<file path="src/rtl/axi4_master_ot_if.sv">
// AXI4 master-side bus bundle for axi4_master_ot: AW, W, B, AR and R channels.
// The master modport belongs to the DMA-facing master; the slave modport belongs to the interconnect or a bench model.
interface axi4_master_ot_if #(
   parameter int AXI_DATA_WIDTH = 128,
   parameter int AXI_ADDR_WIDTH = 40,
   parameter int AXI_ID_WIDTH   = 4,
   parameter int AXI_LEN_WIDTH  = 8
);
   // Every channel transfers on a cycle where valid && ready are both high.
   // A raised valid and its payload stay stable until that cycle.
   logic [AXI_ID_WIDTH-1:0]     m_axi_awid;
   logic [AXI_ADDR_WIDTH-1:0]   m_axi_awaddr;
   logic [AXI_LEN_WIDTH-1:0]    m_axi_awlen;
   logic [2:0]                  m_axi_awsize;
   logic [1:0]                  m_axi_awburst;
   logic                        m_axi_awlock;
   logic [3:0]                  m_axi_awcache;
   logic [2:0]                  m_axi_awprot;
   logic [3:0]                  m_axi_awqos;
   logic                        m_axi_awvalid;
   logic                        m_axi_awready;

   logic [AXI_DATA_WIDTH-1:0]   m_axi_wdata;
   logic [AXI_DATA_WIDTH/8-1:0] m_axi_wstrb;
   logic                        m_axi_wlast;
   logic                        m_axi_wvalid;
   logic                        m_axi_wready;

   logic [AXI_ID_WIDTH-1:0]     m_axi_bid;
   logic [1:0]                  m_axi_bresp;
   logic                        m_axi_bvalid;
   logic                        m_axi_bready;

   logic [AXI_ID_WIDTH-1:0]     m_axi_arid;
   logic [AXI_ADDR_WIDTH-1:0]   m_axi_araddr;
   logic [AXI_LEN_WIDTH-1:0]    m_axi_arlen;
   logic [2:0]                  m_axi_arsize;
   logic [1:0]                  m_axi_arburst;
   logic                        m_axi_arlock;
   logic [3:0]                  m_axi_arcache;
   logic [2:0]                  m_axi_arprot;
   logic [3:0]                  m_axi_arqos;
   logic                        m_axi_arvalid;
   logic                        m_axi_arready;

   logic [AXI_ID_WIDTH-1:0]     m_axi_rid;
   logic [AXI_DATA_WIDTH-1:0]   m_axi_rdata;
   logic [1:0]                  m_axi_rresp;
   logic                        m_axi_rlast;
   logic                        m_axi_rvalid;
   logic                        m_axi_rready;

   modport master (
      output m_axi_awid, m_axi_awaddr, m_axi_awlen, m_axi_awsize, m_axi_awburst,
             m_axi_awlock, m_axi_awcache, m_axi_awprot, m_axi_awqos, m_axi_awvalid,
      input  m_axi_awready,
      output m_axi_wdata, m_axi_wstrb, m_axi_wlast, m_axi_wvalid,
      input  m_axi_wready,
      input  m_axi_bid, m_axi_bresp, m_axi_bvalid,
      output m_axi_bready,
      output m_axi_arid, m_axi_araddr, m_axi_arlen, m_axi_arsize, m_axi_arburst,
             m_axi_arlock, m_axi_arcache, m_axi_arprot, m_axi_arqos, m_axi_arvalid,
      input  m_axi_arready,
      input  m_axi_rid, m_axi_rdata, m_axi_rresp, m_axi_rlast, m_axi_rvalid,
      output m_axi_rready
   );

   modport slave (
      input  m_axi_awid, m_axi_awaddr, m_axi_awlen, m_axi_awsize, m_axi_awburst,
             m_axi_awlock, m_axi_awcache, m_axi_awprot, m_axi_awqos, m_axi_awvalid,
      output m_axi_awready,
      input  m_axi_wdata, m_axi_wstrb, m_axi_wlast, m_axi_wvalid,
      output m_axi_wready,
      output m_axi_bid, m_axi_bresp, m_axi_bvalid,
      input  m_axi_bready,
      input  m_axi_arid, m_axi_araddr, m_axi_arlen, m_axi_arsize, m_axi_arburst,
             m_axi_arlock, m_axi_arcache, m_axi_arprot, m_axi_arqos, m_axi_arvalid,
      output m_axi_arready,
      output m_axi_rid, m_axi_rdata, m_axi_rresp, m_axi_rlast, m_axi_rvalid,
      input  m_axi_rready
   );
endinterface

</file>
<file path="src/rtl/axi4_master_ot.sv">
// AXI4 master with up to MAX_OUTSTANDING bursts per direction, rolling IDs and WLAST from a burst-length FIFO.
// Optional macro AXI4_MASTER_4K_CHECK_EN drops requests that cross a 4 KB page and pulses boundary_err.
module axi4_master_ot #(
   parameter int AXI_DATA_WIDTH  = 128,
   parameter int AXI_ADDR_WIDTH  = 40,
   parameter int AXI_ID_WIDTH    = 4,
   parameter int AXI_LEN_WIDTH   = 8,
   parameter int MAX_OUTSTANDING = 4
) (
   input  logic                                     clk,
   input  logic                                     rst_n,
   input  logic                                     wr_req,
   output logic                                     wr_ready,
   input  logic [AXI_ADDR_WIDTH-1:0]                wr_addr,
   input  logic [AXI_LEN_WIDTH-1:0]                 wr_len,
   input  logic                                     wd_valid,
   output logic                                     wd_ready,
   input  logic [AXI_DATA_WIDTH-1:0]                wd_data,
   input  logic [AXI_DATA_WIDTH/8-1:0]              wd_strb,
   output logic                                     wr_done,
   output logic [1:0]                               wr_resp,
   output logic [AXI_ID_WIDTH-1:0]                  wr_id,
   input  logic                                     rd_req,
   output logic                                     rd_ready,
   input  logic [AXI_ADDR_WIDTH-1:0]                rd_addr,
   input  logic [AXI_LEN_WIDTH-1:0]                 rd_len,
   output logic                                     rd_valid,
   output logic [AXI_DATA_WIDTH-1:0]                rd_data,
   output logic [1:0]                               rd_resp,
   output logic                                     rd_last,
   output logic [AXI_ID_WIDTH-1:0]                  rd_id,
   input  logic                                     rd_accept,
   output logic [$clog2(MAX_OUTSTANDING+1)-1:0]     wr_os,
   output logic [$clog2(MAX_OUTSTANDING+1)-1:0]     rd_os,
   output logic [1:0]                               err_sticky,
   input  logic                                     err_clr,
   output logic                                     boundary_err,
   axi4_master_ot_if.master                         m_axi
);
   localparam int              BYTES    = AXI_DATA_WIDTH / 8;
   localparam logic [2:0]      SIZE     = 3'($clog2(BYTES));
   localparam int              OSW      = $clog2(MAX_OUTSTANDING + 1);
   localparam int              PW       = (MAX_OUTSTANDING > 1) ? $clog2(MAX_OUTSTANDING) : 1;
   localparam logic [OSW-1:0]  MAX_OS   = OSW'(MAX_OUTSTANDING);
   localparam logic [PW-1:0]   LAST_PTR = PW'(MAX_OUTSTANDING - 1);

   logic                      r_awvalid;
   logic [AXI_ID_WIDTH-1:0]   r_awid;
   logic [AXI_ADDR_WIDTH-1:0] r_awaddr;
   logic [AXI_LEN_WIDTH-1:0]  r_awlen;
   logic [AXI_ID_WIDTH-1:0]   r_wr_id_cnt;
   logic [OSW-1:0]            r_wr_os;

   logic                      r_arvalid;
   logic [AXI_ID_WIDTH-1:0]   r_arid;
   logic [AXI_ADDR_WIDTH-1:0] r_araddr;
   logic [AXI_LEN_WIDTH-1:0]  r_arlen;
   logic [AXI_ID_WIDTH-1:0]   r_rd_id_cnt;
   logic [OSW-1:0]            r_rd_os;

   logic [AXI_LEN_WIDTH-1:0]  r_fifo_mem [MAX_OUTSTANDING];
   logic [PW-1:0]             r_fifo_wptr;
   logic [PW-1:0]             r_fifo_rptr;
   logic [OSW-1:0]            r_fifo_cnt;
   logic [AXI_LEN_WIDTH-1:0]  r_beat_cnt;
   logic [1:0]                r_err_sticky;

   logic w_wr_acc, w_wr_issue, w_aw_hs, w_b_dec;
   logic w_rd_acc, w_rd_issue, w_ar_hs, w_r_dec;
   logic w_fifo_empty, w_w_hs, w_wlast, w_fifo_pop, w_r_hs;

   assign w_fifo_empty = (r_fifo_cnt == '0);
   assign wr_ready     = !r_awvalid && (r_wr_os < MAX_OS) && (r_fifo_cnt < MAX_OS);
   assign rd_ready     = !r_arvalid && (r_rd_os < MAX_OS);
   assign w_wr_acc     = wr_req && wr_ready;
   assign w_rd_acc     = rd_req && rd_ready;
   assign w_aw_hs      = r_awvalid && m_axi.m_axi_awready;
   assign w_ar_hs      = r_arvalid && m_axi.m_axi_arready;
   assign w_r_hs       = m_axi.m_axi_rvalid && rd_accept;
   // A response with nothing outstanding is stray and must not wrap the counter.
   assign w_b_dec      = m_axi.m_axi_bvalid && (r_wr_os != '0);
   assign w_r_dec      = w_r_hs && m_axi.m_axi_rlast && (r_rd_os != '0);

`ifdef AXI4_MASTER_4K_CHECK_EN
   logic r_boundary_err;
   logic w_wr_cross, w_rd_cross;

   function automatic logic crosses_4k(input logic [AXI_ADDR_WIDTH-1:0] addr,
                                       input logic [AXI_LEN_WIDTH-1:0]  len);
      logic [31:0] end_byte;
      end_byte = 32'(addr[11:0]) + (32'(len) + 32'd1) * 32'(BYTES);
      return end_byte > 32'd4096;
   endfunction

   assign w_wr_cross = crosses_4k(wr_addr, wr_len);
   assign w_rd_cross = crosses_4k(rd_addr, rd_len);
   assign w_wr_issue = w_wr_acc && !w_wr_cross;
   assign w_rd_issue = w_rd_acc && !w_rd_cross;

   always_ff @(posedge clk) begin
      if (!rst_n) r_boundary_err <= 1'b0;
      else        r_boundary_err <= (w_wr_acc && w_wr_cross) || (w_rd_acc && w_rd_cross);
   end
   assign boundary_err = r_boundary_err;
`else
   assign w_wr_issue   = w_wr_acc;
   assign w_rd_issue   = w_rd_acc;
   assign boundary_err = 1'b0;
`endif

   // AW: fields are captured at acceptance and frozen until the slave takes them.
   always_ff @(posedge clk) begin
      if (!rst_n) begin
         r_awvalid   <= 1'b0;
         r_awid      <= '0;
         r_awaddr    <= '0;
         r_awlen     <= '0;
         r_wr_id_cnt <= '0;
      end else if (w_wr_issue) begin
         r_awvalid <= 1'b1;
         r_awid    <= r_wr_id_cnt;
         r_awaddr  <= wr_addr;
         r_awlen   <= wr_len;
      end else if (w_aw_hs) begin
         r_awvalid   <= 1'b0;
         r_wr_id_cnt <= r_wr_id_cnt + 1'b1;
      end
   end

   always_ff @(posedge clk) begin
      if (!rst_n) begin
         r_wr_os <= '0;
      end else begin
         case ({w_aw_hs, w_b_dec})
            2'b10:   r_wr_os <= r_wr_os + 1'b1;
            2'b01:   r_wr_os <= r_wr_os - 1'b1;
            default: r_wr_os <= r_wr_os;
         endcase
      end
   end

   assign w_wlast    = !w_fifo_empty && (r_beat_cnt == r_fifo_mem[r_fifo_rptr]);
   assign w_w_hs     = wd_valid && !w_fifo_empty && m_axi.m_axi_wready;
   assign w_fifo_pop = w_w_hs && w_wlast;

   always_ff @(posedge clk) begin
      if (w_wr_issue) r_fifo_mem[r_fifo_wptr] <= wr_len;
   end

   // Length FIFO is pushed at acceptance so W beats may run ahead of AW.
   always_ff @(posedge clk) begin
      if (!rst_n) begin
         r_fifo_wptr <= '0;
         r_fifo_rptr <= '0;
         r_fifo_cnt  <= '0;
         r_beat_cnt  <= '0;
      end else begin
         if (w_wr_issue)
            r_fifo_wptr <= (r_fifo_wptr == LAST_PTR) ? '0 : r_fifo_wptr + 1'b1;
         if (w_fifo_pop)
            r_fifo_rptr <= (r_fifo_rptr == LAST_PTR) ? '0 : r_fifo_rptr + 1'b1;
         case ({w_wr_issue, w_fifo_pop})
            2'b10:   r_fifo_cnt <= r_fifo_cnt + 1'b1;
            2'b01:   r_fifo_cnt <= r_fifo_cnt - 1'b1;
            default: r_fifo_cnt <= r_fifo_cnt;
         endcase
         if (w_fifo_pop)  r_beat_cnt <= '0;
         else if (w_w_hs) r_beat_cnt <= r_beat_cnt + 1'b1;
      end
   end

   always_ff @(posedge clk) begin
      if (!rst_n) begin
         r_arvalid   <= 1'b0;
         r_arid      <= '0;
         r_araddr    <= '0;
         r_arlen     <= '0;
         r_rd_id_cnt <= '0;
      end else if (w_rd_issue) begin
         r_arvalid <= 1'b1;
         r_arid    <= r_rd_id_cnt;
         r_araddr  <= rd_addr;
         r_arlen   <= rd_len;
      end else if (w_ar_hs) begin
         r_arvalid   <= 1'b0;
         r_rd_id_cnt <= r_rd_id_cnt + 1'b1;
      end
   end

   always_ff @(posedge clk) begin
      if (!rst_n) begin
         r_rd_os <= '0;
      end else begin
         case ({w_ar_hs, w_r_dec})
            2'b10:   r_rd_os <= r_rd_os + 1'b1;
            2'b01:   r_rd_os <= r_rd_os - 1'b1;
            default: r_rd_os <= r_rd_os;
         endcase
      end
   end

   // Clear wins over a same-cycle error so software never loses a clear.
   always_ff @(posedge clk) begin
      if (!rst_n || err_clr) begin
         r_err_sticky <= 2'b00;
      end else begin
         if (m_axi.m_axi_bvalid && m_axi.m_axi_bresp[1]) r_err_sticky[0] <= 1'b1;
         if (w_r_hs && m_axi.m_axi_rresp[1])             r_err_sticky[1] <= 1'b1;
      end
   end

   assign m_axi.m_axi_awid    = r_awid;
   assign m_axi.m_axi_awaddr  = r_awaddr;
   assign m_axi.m_axi_awlen   = r_awlen;
   assign m_axi.m_axi_awsize  = SIZE;
   assign m_axi.m_axi_awburst = 2'b01;
   assign m_axi.m_axi_awlock  = 1'b0;
   assign m_axi.m_axi_awcache = 4'b0011;
   assign m_axi.m_axi_awprot  = 3'b000;
   assign m_axi.m_axi_awqos   = 4'b0000;
   assign m_axi.m_axi_awvalid = r_awvalid;

   assign m_axi.m_axi_wdata   = wd_data;
   assign m_axi.m_axi_wstrb   = wd_strb;
   assign m_axi.m_axi_wlast   = w_wlast;
   assign m_axi.m_axi_wvalid  = wd_valid && !w_fifo_empty;
   assign wd_ready            = m_axi.m_axi_wready && !w_fifo_empty;

   assign m_axi.m_axi_bready  = 1'b1;
   assign wr_done             = m_axi.m_axi_bvalid;
   assign wr_resp             = m_axi.m_axi_bresp;
   assign wr_id               = m_axi.m_axi_bid;

   assign m_axi.m_axi_arid    = r_arid;
   assign m_axi.m_axi_araddr  = r_araddr;
   assign m_axi.m_axi_arlen   = r_arlen;
   assign m_axi.m_axi_arsize  = SIZE;
   assign m_axi.m_axi_arburst = 2'b01;
   assign m_axi.m_axi_arlock  = 1'b0;
   assign m_axi.m_axi_arcache = 4'b0011;
   assign m_axi.m_axi_arprot  = 3'b000;
   assign m_axi.m_axi_arqos   = 4'b0000;
   assign m_axi.m_axi_arvalid = r_arvalid;

   assign rd_valid            = m_axi.m_axi_rvalid;
   assign rd_data             = m_axi.m_axi_rdata;
   assign rd_resp             = m_axi.m_axi_rresp;
   assign rd_last             = m_axi.m_axi_rlast;
   assign rd_id               = m_axi.m_axi_rid;
   assign m_axi.m_axi_rready  = rd_accept;

   assign wr_os      = r_wr_os;
   assign rd_os      = r_rd_os;
   assign err_sticky = r_err_sticky;
endmodule

</file>
<file path="src/flat_wrapper.sv">
// flat-port wrapper written by rule: the top's interface ports become plain ports
module axi4_master_ot_flat 
#(
   parameter int AXI_DATA_WIDTH  = 128,
   parameter int AXI_ADDR_WIDTH  = 40,
   parameter int AXI_ID_WIDTH    = 4,
   parameter int AXI_LEN_WIDTH   = 8,
   parameter int MAX_OUTSTANDING = 4
)
  (clk, rst_n, wr_req, wr_ready, wr_addr, wr_len, wd_valid, wd_ready, wd_data, wd_strb, wr_done, wr_resp, wr_id, rd_req, rd_ready, rd_addr, rd_len, rd_valid, rd_data, rd_resp, rd_last, rd_id, rd_accept, wr_os, rd_os, err_sticky, err_clr, boundary_err, m_axi_m_axi_awid, m_axi_m_axi_awaddr, m_axi_m_axi_awlen, m_axi_m_axi_awsize, m_axi_m_axi_awburst, m_axi_m_axi_awlock, m_axi_m_axi_awcache, m_axi_m_axi_awprot, m_axi_m_axi_awqos, m_axi_m_axi_awvalid, m_axi_m_axi_awready, m_axi_m_axi_wdata, m_axi_m_axi_wstrb, m_axi_m_axi_wlast, m_axi_m_axi_wvalid, m_axi_m_axi_wready, m_axi_m_axi_bid, m_axi_m_axi_bresp, m_axi_m_axi_bvalid, m_axi_m_axi_bready, m_axi_m_axi_arid, m_axi_m_axi_araddr, m_axi_m_axi_arlen, m_axi_m_axi_arsize, m_axi_m_axi_arburst, m_axi_m_axi_arlock, m_axi_m_axi_arcache, m_axi_m_axi_arprot, m_axi_m_axi_arqos, m_axi_m_axi_arvalid, m_axi_m_axi_arready, m_axi_m_axi_rid, m_axi_m_axi_rdata, m_axi_m_axi_rresp, m_axi_m_axi_rlast, m_axi_m_axi_rvalid, m_axi_m_axi_rready);
  axi4_master_ot_if #(.AXI_DATA_WIDTH(AXI_DATA_WIDTH), .AXI_ADDR_WIDTH(AXI_ADDR_WIDTH), .AXI_ID_WIDTH(AXI_ID_WIDTH), .AXI_LEN_WIDTH(AXI_LEN_WIDTH)) m_axi_i ();
  input  logic clk;
  input  logic rst_n;
  input  logic wr_req;
  output logic wr_ready;
  input  logic [AXI_ADDR_WIDTH-1:0] wr_addr;
  input  logic [AXI_LEN_WIDTH-1:0] wr_len;
  input  logic wd_valid;
  output logic wd_ready;
  input  logic [AXI_DATA_WIDTH-1:0] wd_data;
  input  logic [AXI_DATA_WIDTH/8-1:0] wd_strb;
  output logic wr_done;
  output logic [1:0] wr_resp;
  output logic [AXI_ID_WIDTH-1:0] wr_id;
  input  logic rd_req;
  output logic rd_ready;
  input  logic [AXI_ADDR_WIDTH-1:0] rd_addr;
  input  logic [AXI_LEN_WIDTH-1:0] rd_len;
  output logic rd_valid;
  output logic [AXI_DATA_WIDTH-1:0] rd_data;
  output logic [1:0] rd_resp;
  output logic rd_last;
  output logic [AXI_ID_WIDTH-1:0] rd_id;
  input  logic rd_accept;
  output logic [$clog2(MAX_OUTSTANDING+1)-1:0] wr_os;
  output logic [$clog2(MAX_OUTSTANDING+1)-1:0] rd_os;
  output logic [1:0] err_sticky;
  input  logic err_clr;
  output logic boundary_err;
  output wire logic [$bits(m_axi_i.m_axi_awid)-1:0] m_axi_m_axi_awid;
  output wire logic [$bits(m_axi_i.m_axi_awaddr)-1:0] m_axi_m_axi_awaddr;
  output wire logic [$bits(m_axi_i.m_axi_awlen)-1:0] m_axi_m_axi_awlen;
  output wire logic [$bits(m_axi_i.m_axi_awsize)-1:0] m_axi_m_axi_awsize;
  output wire logic [$bits(m_axi_i.m_axi_awburst)-1:0] m_axi_m_axi_awburst;
  output wire logic [$bits(m_axi_i.m_axi_awlock)-1:0] m_axi_m_axi_awlock;
  output wire logic [$bits(m_axi_i.m_axi_awcache)-1:0] m_axi_m_axi_awcache;
  output wire logic [$bits(m_axi_i.m_axi_awprot)-1:0] m_axi_m_axi_awprot;
  output wire logic [$bits(m_axi_i.m_axi_awqos)-1:0] m_axi_m_axi_awqos;
  output wire logic [$bits(m_axi_i.m_axi_awvalid)-1:0] m_axi_m_axi_awvalid;
  input wire logic [$bits(m_axi_i.m_axi_awready)-1:0] m_axi_m_axi_awready;
  output wire logic [$bits(m_axi_i.m_axi_wdata)-1:0] m_axi_m_axi_wdata;
  output wire logic [$bits(m_axi_i.m_axi_wstrb)-1:0] m_axi_m_axi_wstrb;
  output wire logic [$bits(m_axi_i.m_axi_wlast)-1:0] m_axi_m_axi_wlast;
  output wire logic [$bits(m_axi_i.m_axi_wvalid)-1:0] m_axi_m_axi_wvalid;
  input wire logic [$bits(m_axi_i.m_axi_wready)-1:0] m_axi_m_axi_wready;
  input wire logic [$bits(m_axi_i.m_axi_bid)-1:0] m_axi_m_axi_bid;
  input wire logic [$bits(m_axi_i.m_axi_bresp)-1:0] m_axi_m_axi_bresp;
  input wire logic [$bits(m_axi_i.m_axi_bvalid)-1:0] m_axi_m_axi_bvalid;
  output wire logic [$bits(m_axi_i.m_axi_bready)-1:0] m_axi_m_axi_bready;
  output wire logic [$bits(m_axi_i.m_axi_arid)-1:0] m_axi_m_axi_arid;
  output wire logic [$bits(m_axi_i.m_axi_araddr)-1:0] m_axi_m_axi_araddr;
  output wire logic [$bits(m_axi_i.m_axi_arlen)-1:0] m_axi_m_axi_arlen;
  output wire logic [$bits(m_axi_i.m_axi_arsize)-1:0] m_axi_m_axi_arsize;
  output wire logic [$bits(m_axi_i.m_axi_arburst)-1:0] m_axi_m_axi_arburst;
  output wire logic [$bits(m_axi_i.m_axi_arlock)-1:0] m_axi_m_axi_arlock;
  output wire logic [$bits(m_axi_i.m_axi_arcache)-1:0] m_axi_m_axi_arcache;
  output wire logic [$bits(m_axi_i.m_axi_arprot)-1:0] m_axi_m_axi_arprot;
  output wire logic [$bits(m_axi_i.m_axi_arqos)-1:0] m_axi_m_axi_arqos;
  output wire logic [$bits(m_axi_i.m_axi_arvalid)-1:0] m_axi_m_axi_arvalid;
  input wire logic [$bits(m_axi_i.m_axi_arready)-1:0] m_axi_m_axi_arready;
  input wire logic [$bits(m_axi_i.m_axi_rid)-1:0] m_axi_m_axi_rid;
  input wire logic [$bits(m_axi_i.m_axi_rdata)-1:0] m_axi_m_axi_rdata;
  input wire logic [$bits(m_axi_i.m_axi_rresp)-1:0] m_axi_m_axi_rresp;
  input wire logic [$bits(m_axi_i.m_axi_rlast)-1:0] m_axi_m_axi_rlast;
  input wire logic [$bits(m_axi_i.m_axi_rvalid)-1:0] m_axi_m_axi_rvalid;
  output wire logic [$bits(m_axi_i.m_axi_rready)-1:0] m_axi_m_axi_rready;
  assign m_axi_m_axi_awid = m_axi_i.m_axi_awid;
  assign m_axi_m_axi_awaddr = m_axi_i.m_axi_awaddr;
  assign m_axi_m_axi_awlen = m_axi_i.m_axi_awlen;
  assign m_axi_m_axi_awsize = m_axi_i.m_axi_awsize;
  assign m_axi_m_axi_awburst = m_axi_i.m_axi_awburst;
  assign m_axi_m_axi_awlock = m_axi_i.m_axi_awlock;
  assign m_axi_m_axi_awcache = m_axi_i.m_axi_awcache;
  assign m_axi_m_axi_awprot = m_axi_i.m_axi_awprot;
  assign m_axi_m_axi_awqos = m_axi_i.m_axi_awqos;
  assign m_axi_m_axi_awvalid = m_axi_i.m_axi_awvalid;
  assign m_axi_i.m_axi_awready = m_axi_m_axi_awready;
  assign m_axi_m_axi_wdata = m_axi_i.m_axi_wdata;
  assign m_axi_m_axi_wstrb = m_axi_i.m_axi_wstrb;
  assign m_axi_m_axi_wlast = m_axi_i.m_axi_wlast;
  assign m_axi_m_axi_wvalid = m_axi_i.m_axi_wvalid;
  assign m_axi_i.m_axi_wready = m_axi_m_axi_wready;
  assign m_axi_i.m_axi_bid = m_axi_m_axi_bid;
  assign m_axi_i.m_axi_bresp = m_axi_m_axi_bresp;
  assign m_axi_i.m_axi_bvalid = m_axi_m_axi_bvalid;
  assign m_axi_m_axi_bready = m_axi_i.m_axi_bready;
  assign m_axi_m_axi_arid = m_axi_i.m_axi_arid;
  assign m_axi_m_axi_araddr = m_axi_i.m_axi_araddr;
  assign m_axi_m_axi_arlen = m_axi_i.m_axi_arlen;
  assign m_axi_m_axi_arsize = m_axi_i.m_axi_arsize;
  assign m_axi_m_axi_arburst = m_axi_i.m_axi_arburst;
  assign m_axi_m_axi_arlock = m_axi_i.m_axi_arlock;
  assign m_axi_m_axi_arcache = m_axi_i.m_axi_arcache;
  assign m_axi_m_axi_arprot = m_axi_i.m_axi_arprot;
  assign m_axi_m_axi_arqos = m_axi_i.m_axi_arqos;
  assign m_axi_m_axi_arvalid = m_axi_i.m_axi_arvalid;
  assign m_axi_i.m_axi_arready = m_axi_m_axi_arready;
  assign m_axi_i.m_axi_rid = m_axi_m_axi_rid;
  assign m_axi_i.m_axi_rdata = m_axi_m_axi_rdata;
  assign m_axi_i.m_axi_rresp = m_axi_m_axi_rresp;
  assign m_axi_i.m_axi_rlast = m_axi_m_axi_rlast;
  assign m_axi_i.m_axi_rvalid = m_axi_m_axi_rvalid;
  assign m_axi_m_axi_rready = m_axi_i.m_axi_rready;
  axi4_master_ot #(.AXI_DATA_WIDTH(AXI_DATA_WIDTH), .AXI_ADDR_WIDTH(AXI_ADDR_WIDTH), .AXI_ID_WIDTH(AXI_ID_WIDTH), .AXI_LEN_WIDTH(AXI_LEN_WIDTH), .MAX_OUTSTANDING(MAX_OUTSTANDING)) u_core (.clk(clk), .rst_n(rst_n), .wr_req(wr_req), .wr_ready(wr_ready), .wr_addr(wr_addr), .wr_len(wr_len), .wd_valid(wd_valid), .wd_ready(wd_ready), .wd_data(wd_data), .wd_strb(wd_strb), .wr_done(wr_done), .wr_resp(wr_resp), .wr_id(wr_id), .rd_req(rd_req), .rd_ready(rd_ready), .rd_addr(rd_addr), .rd_len(rd_len), .rd_valid(rd_valid), .rd_data(rd_data), .rd_resp(rd_resp), .rd_last(rd_last), .rd_id(rd_id), .rd_accept(rd_accept), .wr_os(wr_os), .rd_os(rd_os), .err_sticky(err_sticky), .err_clr(err_clr), .boundary_err(boundary_err), .m_axi(m_axi_i));
endmodule
</file>
<file path="config.mk">
export PLATFORM = sky130hd
export DESIGN_NAME = axi4_master_ot_flat
export DESIGN_NICKNAME = d
export VERILOG_FILES = /design/src/rtl/axi4_master_ot_if.sv /design/src/rtl/axi4_master_ot.sv /design/src/flat_wrapper.sv
export SDC_FILE = /design/constraint.sdc
export NUM_CORES = 1
export LEC_CHECK = 0
export CAP_MARGIN = 15
export CORE_AREA = 2 2 330 332
export CTS_BUF_LIST = sky130_fd_sc_hd__clkbuf_4 sky130_fd_sc_hd__clkbuf_8 sky130_fd_sc_hd__clkbuf_16
export DETAILED_ROUTE_END_ITERATION = 10
export DIE_AREA = 0 0 332 334
export MAX_ROUTING_LAYER = met4
export PLACE_DENSITY = 0.36
export SKIP_LAST_GASP = 1
export SYNTH_ARGS = -nofsm -noshare
export SYNTH_HDL_FRONTEND = slang
export SYNTH_SLANG_ARGS = --single-unit
</file>
<file path="constraint.sdc">
create_clock -name clk -period 3.4 [get_ports clk]
set_clock_uncertainty 0.05 [all_clocks]
set_input_delay 0.68 -clock clk [delete_from_list [all_inputs] [get_ports clk]]
set_output_delay 0.68 -clock clk [all_outputs]
set_load 0.05 [all_outputs]
</file>
# --- Yosys cells after proc, flatten, opt, wreduce, memory -nomap -nowiden ---
# Memory sizes are Yosys's and may differ from the RTL's. A register that Yosys moved wholly into a read port is not among the register bits.
# Index checks and enable logic that the tools add are counted.
totals:
  elab_cells: 92
  mem_count: 1
  inputBits: 393
  out_inout_bits: 443
  reg_bits: 137
  ramBits: 32
memory_table:
  columns: ["name", "words", "word_bits", "read_ports", "rd_clocked_by_memory_dff", "write_ports", "line_no", "source"]
  rows:
  - ["u_core.r_fifo_mem", 4, 8, 1, 1, 1, "axi4_master_ot.sv:61", "logic [AXI_LEN_WIDTH-1:0] r_fifo_mem [MAX_OUTSTANDING];"]
op_classes:
  eq_ne: 9
  add_sub_neg: 11
  n_lt_le_gt_ge: 3
  n_reduce_logical: 34
  muxes: 13
  bitwise_logic: 3
ops:
  columns: ["cell", "n"]
  rows:
  - ["1-bit logical AND", 18]
  - ["3-bit one-hot mux with 2 select lines", 3]
  - ["2-bit equality test, second input constant", 5]
  - ["2-bit nonzero test", 5]
  - ["3-bit by 1-bit adder with 3-bit output, second input constant", 3]
  - ["3-bit less-than comparator, second input constant", 3]
  - ["3-bit by 1-bit subtractor with 3-bit output, second input constant", 3]
  - ["4-bit by 1-bit adder with 4-bit output, second input constant", 2]
  - ["8-bit by 1-bit adder with 8-bit output, second input constant", 1]
  - ["8-bit equality test", 1]
  - ["2-bit two-way mux", 4]
  - ["2-bit by 1-bit equality test with 1-bit output, second input constant", 3]
  - ["1-bit two-way mux", 6]
  - ["3-bit nonzero test", 2]
  - ["2-bit by 1-bit adder with 2-bit output, second input constant", 2]
  - ["1-bit zero test", 4]
  - ["2-bit AND reduction", 2]
  - ["3-bit zero test", 1]
  - ["1-bit inverter", 3]
  - ["2-bit OR reduction", 1]
  - ["1-bit logical OR", 1]

# --- Logic depth before layout (Yosys ltp) ---
logic_depth:
  word_depth: 7
  ltp_mapped: 12
  mapped_depth_nobuf: 11

# --- Worst setup path before layout ---
# OpenSTA, ideal clock, no wires.
synth_path:
  path_kind: "reg2reg"
  from: "reg u_core.r_awvalid (netlist: u_core.m_axi.m_axi_awvalid)"
  to: "reg u_core.r_fifo_cnt[2]"
  setup_slack_ns: -0.147
  path_buffers: 2
  stages_incl_launch_ff: 12
  arrival_ns: 3.427
  setup_time_ns: 0.070
  required_ns: 3.280
  path_cell_list: "dfxtp_1 nor3_1 and2_1 buf_2 inv_1 clkbuf_1 ha_1 inv_1 fa_1 xor2_1 or3_1 a21oi_1"
synth_between:
  elab_chain_cells: 6
  elab_cells_between_ends: 8
  classes_between: "eq/ne: 2; mux: 1; reduce/logical: 5"
synth_lines:
  columns: ["item", "line_no", "source"]
  rows:
  - ["from (decl)", "axi4_master_ot.sv:47", "logic r_awvalid;"]
  - ["from (signal assigned)", "axi4_master_ot.sv:114", "r_awvalid <= 1'b0;"]
  - ["from (signal assigned)", "axi4_master_ot.sv:120", "r_awvalid <= 1'b1;"]
  - ["from (signal assigned)", "axi4_master_ot.sv:125", "r_awvalid <= 1'b0;"]
  - ["1-bit zero test (*)", "axi4_master_ot.sv:73", "assign wr_ready = !r_awvalid && (r_wr_os < MAX_OS) && (r_fifo_cnt < MAX_OS);"]
  - ["1-bit logical AND (*) (2 in a row)", "axi4_master_ot.sv:73", null]
  - ["net wr_ready", "flat_wrapper.sv:15", "output logic wr_ready;"]
  - ["1-bit logical AND (*)", "axi4_master_ot.sv:75", "assign w_wr_acc = wr_req && wr_ready;"]
  - ["2-bit by 1-bit equality test with 1-bit output or 2-bit equality test (tied branches)", "axi4_master_ot.sv:162", "case ({w_wr_issue, w_fifo_pop})"]
  - ["3-bit one-hot mux with 2 select lines or 2-bit nonzero test (tied branches)", null, null]
  - ["to (signal assigned)", "axi4_master_ot.sv:163", "2'b10: r_fifo_cnt <= r_fifo_cnt + 1'b1;"]
  - ["to (signal assigned)", "axi4_master_ot.sv:164", "2'b01: r_fifo_cnt <= r_fifo_cnt - 1'b1;"]
  - ["to (signal assigned)", "axi4_master_ot.sv:165", "default: r_fifo_cnt <= r_fifo_cnt;"]
  - ["to (decl)", "axi4_master_ot.sv:64", "logic [OSW-1:0] r_fifo_cnt;"]
# Mark *: on every way through the listed nets, which the timed path passes. The rest lies on a longest branch.
# A chain may end at the register's enable or synchronous reset.

==> results.rst <==
.. list-table::
   :header-rows: 1

   * - Metric
     - Value
   * - First-pass detailed-route iteration total
     - 5
   * - Overall die area
     - 111000 µm²
   * - Number of DRC violations after detailed routing
     - 0
   * - DR vias
     - 6434
   * - RD Place Congestion
     - around 0.75
   * - Endpoint of the worst hold path
     - u_core.m_axi.m_axi_araddr[24]
   * - Critical path data arrival time
     - ~2.5 ns
   * - Post-layout instance count excluding filler cells
     - 2400
   * - Antenna violations before repair
     - 7
   * - Category of the critical setup timing path
     - reg2out
   * - Number of top-level design ports
     - ~840
   * - Path type of the worst min-delay path
     - reg2reg
   * - Routed wire length
     - 42400 µm
   * - Max_slew headroom
     - 39.8%
   * - Worst Hold Path Cells
     - 2
   * - Status
     - completed
   * - Portion of synthesized cell area occupied by the leading cell type
     - between 30% and 40%
   * - Routed wirelength normalized by instance count
     - about 18 µm
   * - Sequential area share after synthesis
     - between 40% and 50%
   * - TritonCTS clock tree
     - built
   * - HPWL after detailed placement
     - around 33000 µm
   * - Violation count after the first detailed-route iteration
     - approximately 280
   * - Clock-pin slew of the registers on the worst-case setup and hold paths
     - approximately 0.080 ns
   * - Period utilization
     - a little over nine tenths
   * - Element type at the critical path end
     - output port
   * - FFs w/ async S/R, synth
     - 0%
   * - Total routing usage reported by global routing
     - 7.70%
   * - Max capacitance violation total
     - 0
   * - Share of cells above drive strength 1
     - between 6 and 7%
   * - Placed inst area
     - about 11000 µm²
   * - Layout Nets
     - 1378
   * - Static leakage
     - around 3.7 nW
   * - Kind of start point of the critical path
     - flop
   * - Num rows
     - roughly 120
   * - Die Ht
     - 334 µm
   * - Finished Cell Area
     - approximately 11000 µm²
   * - Buffers from clock root to sink, at most
     - 2
   * - First-pass GRT wire length
     - roughly 56000 µm
   * - Number of pins exceeding their max-slew limit in the final report
     - 0
   * - Reg2reg path depth
     - 10
   * - Final Hold Vio Count
     - 0
   * - Core Box Area
     - 108000 µm²
   * - Main area contributors after synthesis
     - sky130_fd_sc_hd__dfxtp_1 (31%), sky130_fd_sc_hd__buf_4 (27%), sky130_fd_sc_hd__edfxtp_1 (11%)
   * - Starting density of the core
     - under 10%
   * - Utilization after layout
     - a little over a tenth
   * - Clock root cell
     - sky130_fd_sc_hd__clkbuf_16
   * - Source-to-sink clock delay at the later pin of the worst-skew pair
     - roughly 0.50 ns
   * - Power density relative to cell area
     - about 500 nW/µm²
   * - Cell Area, Synth
     - about 9000 µm²
   * - Setup_tns
     - 0 ns
   * - Critical Path RT
     - 2.67 ns
   * - EDFF count, synth
     - 32
   * - Worst supply voltage drop on vdd
     - slightly below 400 µV
   * - Fmax achieved
     - 0.313 GHz
   * - Hold path startpoint
     - u_core.m_axi.m_axi_araddr[24]
   * - # H-tree levels
     - 4
   * - Hold slack
     - ~0.4 ns
   * - Yosys cell types
     - 38
   * - Final ANT Viol Nets
     - 0
   * - Width of the chip
     - between 300 and 400 µm
   * - Total CTS buffers
     - 17
   * - Number of global-route vias before repair
     - about 6600
   * - Flop-to-flop setup slack
     - 0.25 ns
   * - Setup repair after global routing missed its margin
     - no
   * - Maximum number of pins on one net before global-route repair
     - between 50 and 60
   * - Quantity of I/O buffers inserted on ports
     - ~240
   * - Final setup vio count
     - 0
   * - TritonCTS sink count
     - 171
   * - Reg2reg end
     - u_core.r_fifo_cnt[2]
   * - Cell count after synthesis
     - between 1000 and 1500
   * - Synthesized area divided by synthesized cell count
     - ~8.7 µm²
   * - Slew of the pin with the lowest slew margin
     - approximately 0.9 ns
   * - Total grt overflow
     - 0
   * - Final worst path period need
     - about 3.2 ns
   * - Critical-path maximum fanout
     - 8
   * - Area growth from synthesis to final layout
     - 26.7%
   * - Yosys reg bits
     - ~170
   * - Main synth FF type
     - sky130_fd_sc_hd__dfxtp_1
   * - Number of placed cells counting well taps
     - about 2400
   * - Ratio of routed vias to standard cells
     - 2.68
   * - Library cell occupying the most area in the post-synthesis netlist
     - sky130_fd_sc_hd__dfxtp_1
   * - Number of warnings reported in the yosys synthesis log
     - 0
-- synth_stat cells (3+ instances only) --
cell type,number
sky130_fd_sc_hd__a21oi_1,121
sky130_fd_sc_hd__a31oi_1,3
sky130_fd_sc_hd__and2_1,4
sky130_fd_sc_hd__and3_1,6
sky130_fd_sc_hd__buf_4,324
sky130_fd_sc_hd__clkbuf_1,37
sky130_fd_sc_hd__dfxtp_1,139
sky130_fd_sc_hd__edfxtp_1,32
sky130_fd_sc_hd__fa_1,3
sky130_fd_sc_hd__ha_1,11
sky130_fd_sc_hd__inv_1,14
sky130_fd_sc_hd__mux2i_1,11
sky130_fd_sc_hd__nand2_1,224
sky130_fd_sc_hd__nand2b_1,3
sky130_fd_sc_hd__nand3_1,10
sky130_fd_sc_hd__nor2_1,20
sky130_fd_sc_hd__nor3_1,8
sky130_fd_sc_hd__nor4_1,3
sky130_fd_sc_hd__o211ai_1,3
sky130_fd_sc_hd__o21ai_0,8
sky130_fd_sc_hd__or3_1,7
sky130_fd_sc_hd__xnor2_1,8
sky130_fd_sc_hd__xor2_1,15
-- cells by family (layout without fill, tap and decap cells) --
group	Yosys count	count (layout)	synth area share [%]
buffers and inverters	381	295	29.7
and+or+nand+nor	291	291	13.6
DFF	171	171	41.7
AOI/OAI and AO/OA	137	137	7.85
xor gates and xnor gates	25	25	2.61
muxes	15	15	2.31
adders and majority gates	14	14	2.20
other	2	38	0.0837
-- layout make-up --
cell class                 count  area, µm²
antenna                        2       5.00
clock buffer                  17        425
clock inverter                15        174
fill                       12500      96400
inverter                      15       58.8
multi-input combinational    518       2710
sequential                   171       3740
tap                         1414       1770
timing repair buffer         248       2490
-- timing repair --
action | 4_1_cts | 5_1_grt
resized for setup | 1 | 0
hold buffers | 0 | 0
setup endpoints to repair | 1 | 1
setup buffers | 0 | 1
-- worst max path at each step --
stage / slack [ns] / endpoint / from / depth (start not counted)
after detailed placement: 0.25 / u_core.r_fifo_cnt[2] / flop / 10
after floorplan: 0.31 / u_core.r_fifo_cnt[2] / wd_valid / 9
after global placement: 0.20 / u_core.r_fifo_cnt[2] / flop / 10
final: 0.21 / m_axi_m_axi_wlast / flop / 5
after global routing: 0.02 / m_axi_m_axi_wlast / flop / 5
after CTS: 0.06 / m_axi_m_axi_wlast / flop / 8
-- critical path, stage by stage (launching register included) --
cell and delay [ns]:
sky130_fd_sc_hd__dfxtp_1 0.50, sky130_fd_sc_hd__mux4_1 0.65, sky130_fd_sc_hd__xnor2_2 0.20, sky130_fd_sc_hd__nand4_4 0.19, sky130_fd_sc_hd__nor2_2 0.25, sky130_fd_sc_hd__buf_12 0.17
-- metrics by stage --
step,worst slack (ns),power [mW]
4_1_cts,0.0600,5.91
3_3_place_gp,0.203,3.66
5_1_grt,0.0248,6.05
6_report,0.207,5.71
2_1_floorplan,0.314,4.02
3_5_place_dp,0.248,3.67
-- where the power goes --
group | internal, mW | switching [mW]
Sequential | 2.19 | 0.0885
Combinational | 0.424 | 0.889
Clock | 0.992 | 1.12
Total | 3.61 | 2.10
-- placed cells by master, fill, tap and decap left out, types with 5 or more instances in the layout --
cell and n:
sky130_fd_sc_hd__and3_1 6, sky130_fd_sc_hd__clkbuf_16 17, sky130_fd_sc_hd__inv_8 5, sky130_fd_sc_hd__dfxtp_1 139, sky130_fd_sc_hd__or3_1 7, sky130_fd_sc_hd__nor3_1 7
sky130_fd_sc_hd__clkdlybuf4s50_1 231, sky130_fd_sc_hd__conb_1 36, sky130_fd_sc_hd__nand2_1 223, sky130_fd_sc_hd__inv_1 13, sky130_fd_sc_hd__nand3_1 10, sky130_fd_sc_hd__xnor2_1 8
sky130_fd_sc_hd__edfxtp_1 32, sky130_fd_sc_hd__nor2_1 19, sky130_fd_sc_hd__xor2_1 15, sky130_fd_sc_hd__mux2i_1 11, sky130_fd_sc_hd__ha_1 11, sky130_fd_sc_hd__a21oi_1 121
sky130_fd_sc_hd__buf_4 13, sky130_fd_sc_hd__o21ai_0 8
-- sequential cells by signal (all words and copies together) (netlist names), 4 cells and up, named ones only --
signal                     cells
u_core.m_axi.m_axi_araddr     40
u_core.m_axi.m_axi_awaddr     40
u_core.r_fifo_mem             32
u_core.m_axi.m_axi_arlen       8
u_core.m_axi.m_axi_awlen       8
u_core.r_beat_cnt              8
u_core.m_axi.m_axi_arid        4
u_core.m_axi.m_axi_awid        4
u_core.r_rd_id_cnt             4
u_core.r_wr_id_cnt             4
-- metal layers --
layer / GRT usage, % / vias up / share of wire [%]
li1: - / 2862 / -
met3: 6.40 / 149 / 18
met2: 10.3 / 551 / 41
met5: - / - / 0
met1: 7.52 / 2872 / 36
met4: 4.67 / 0 / 5.4
Note: power is estimated with default switching activity, not from simulation.
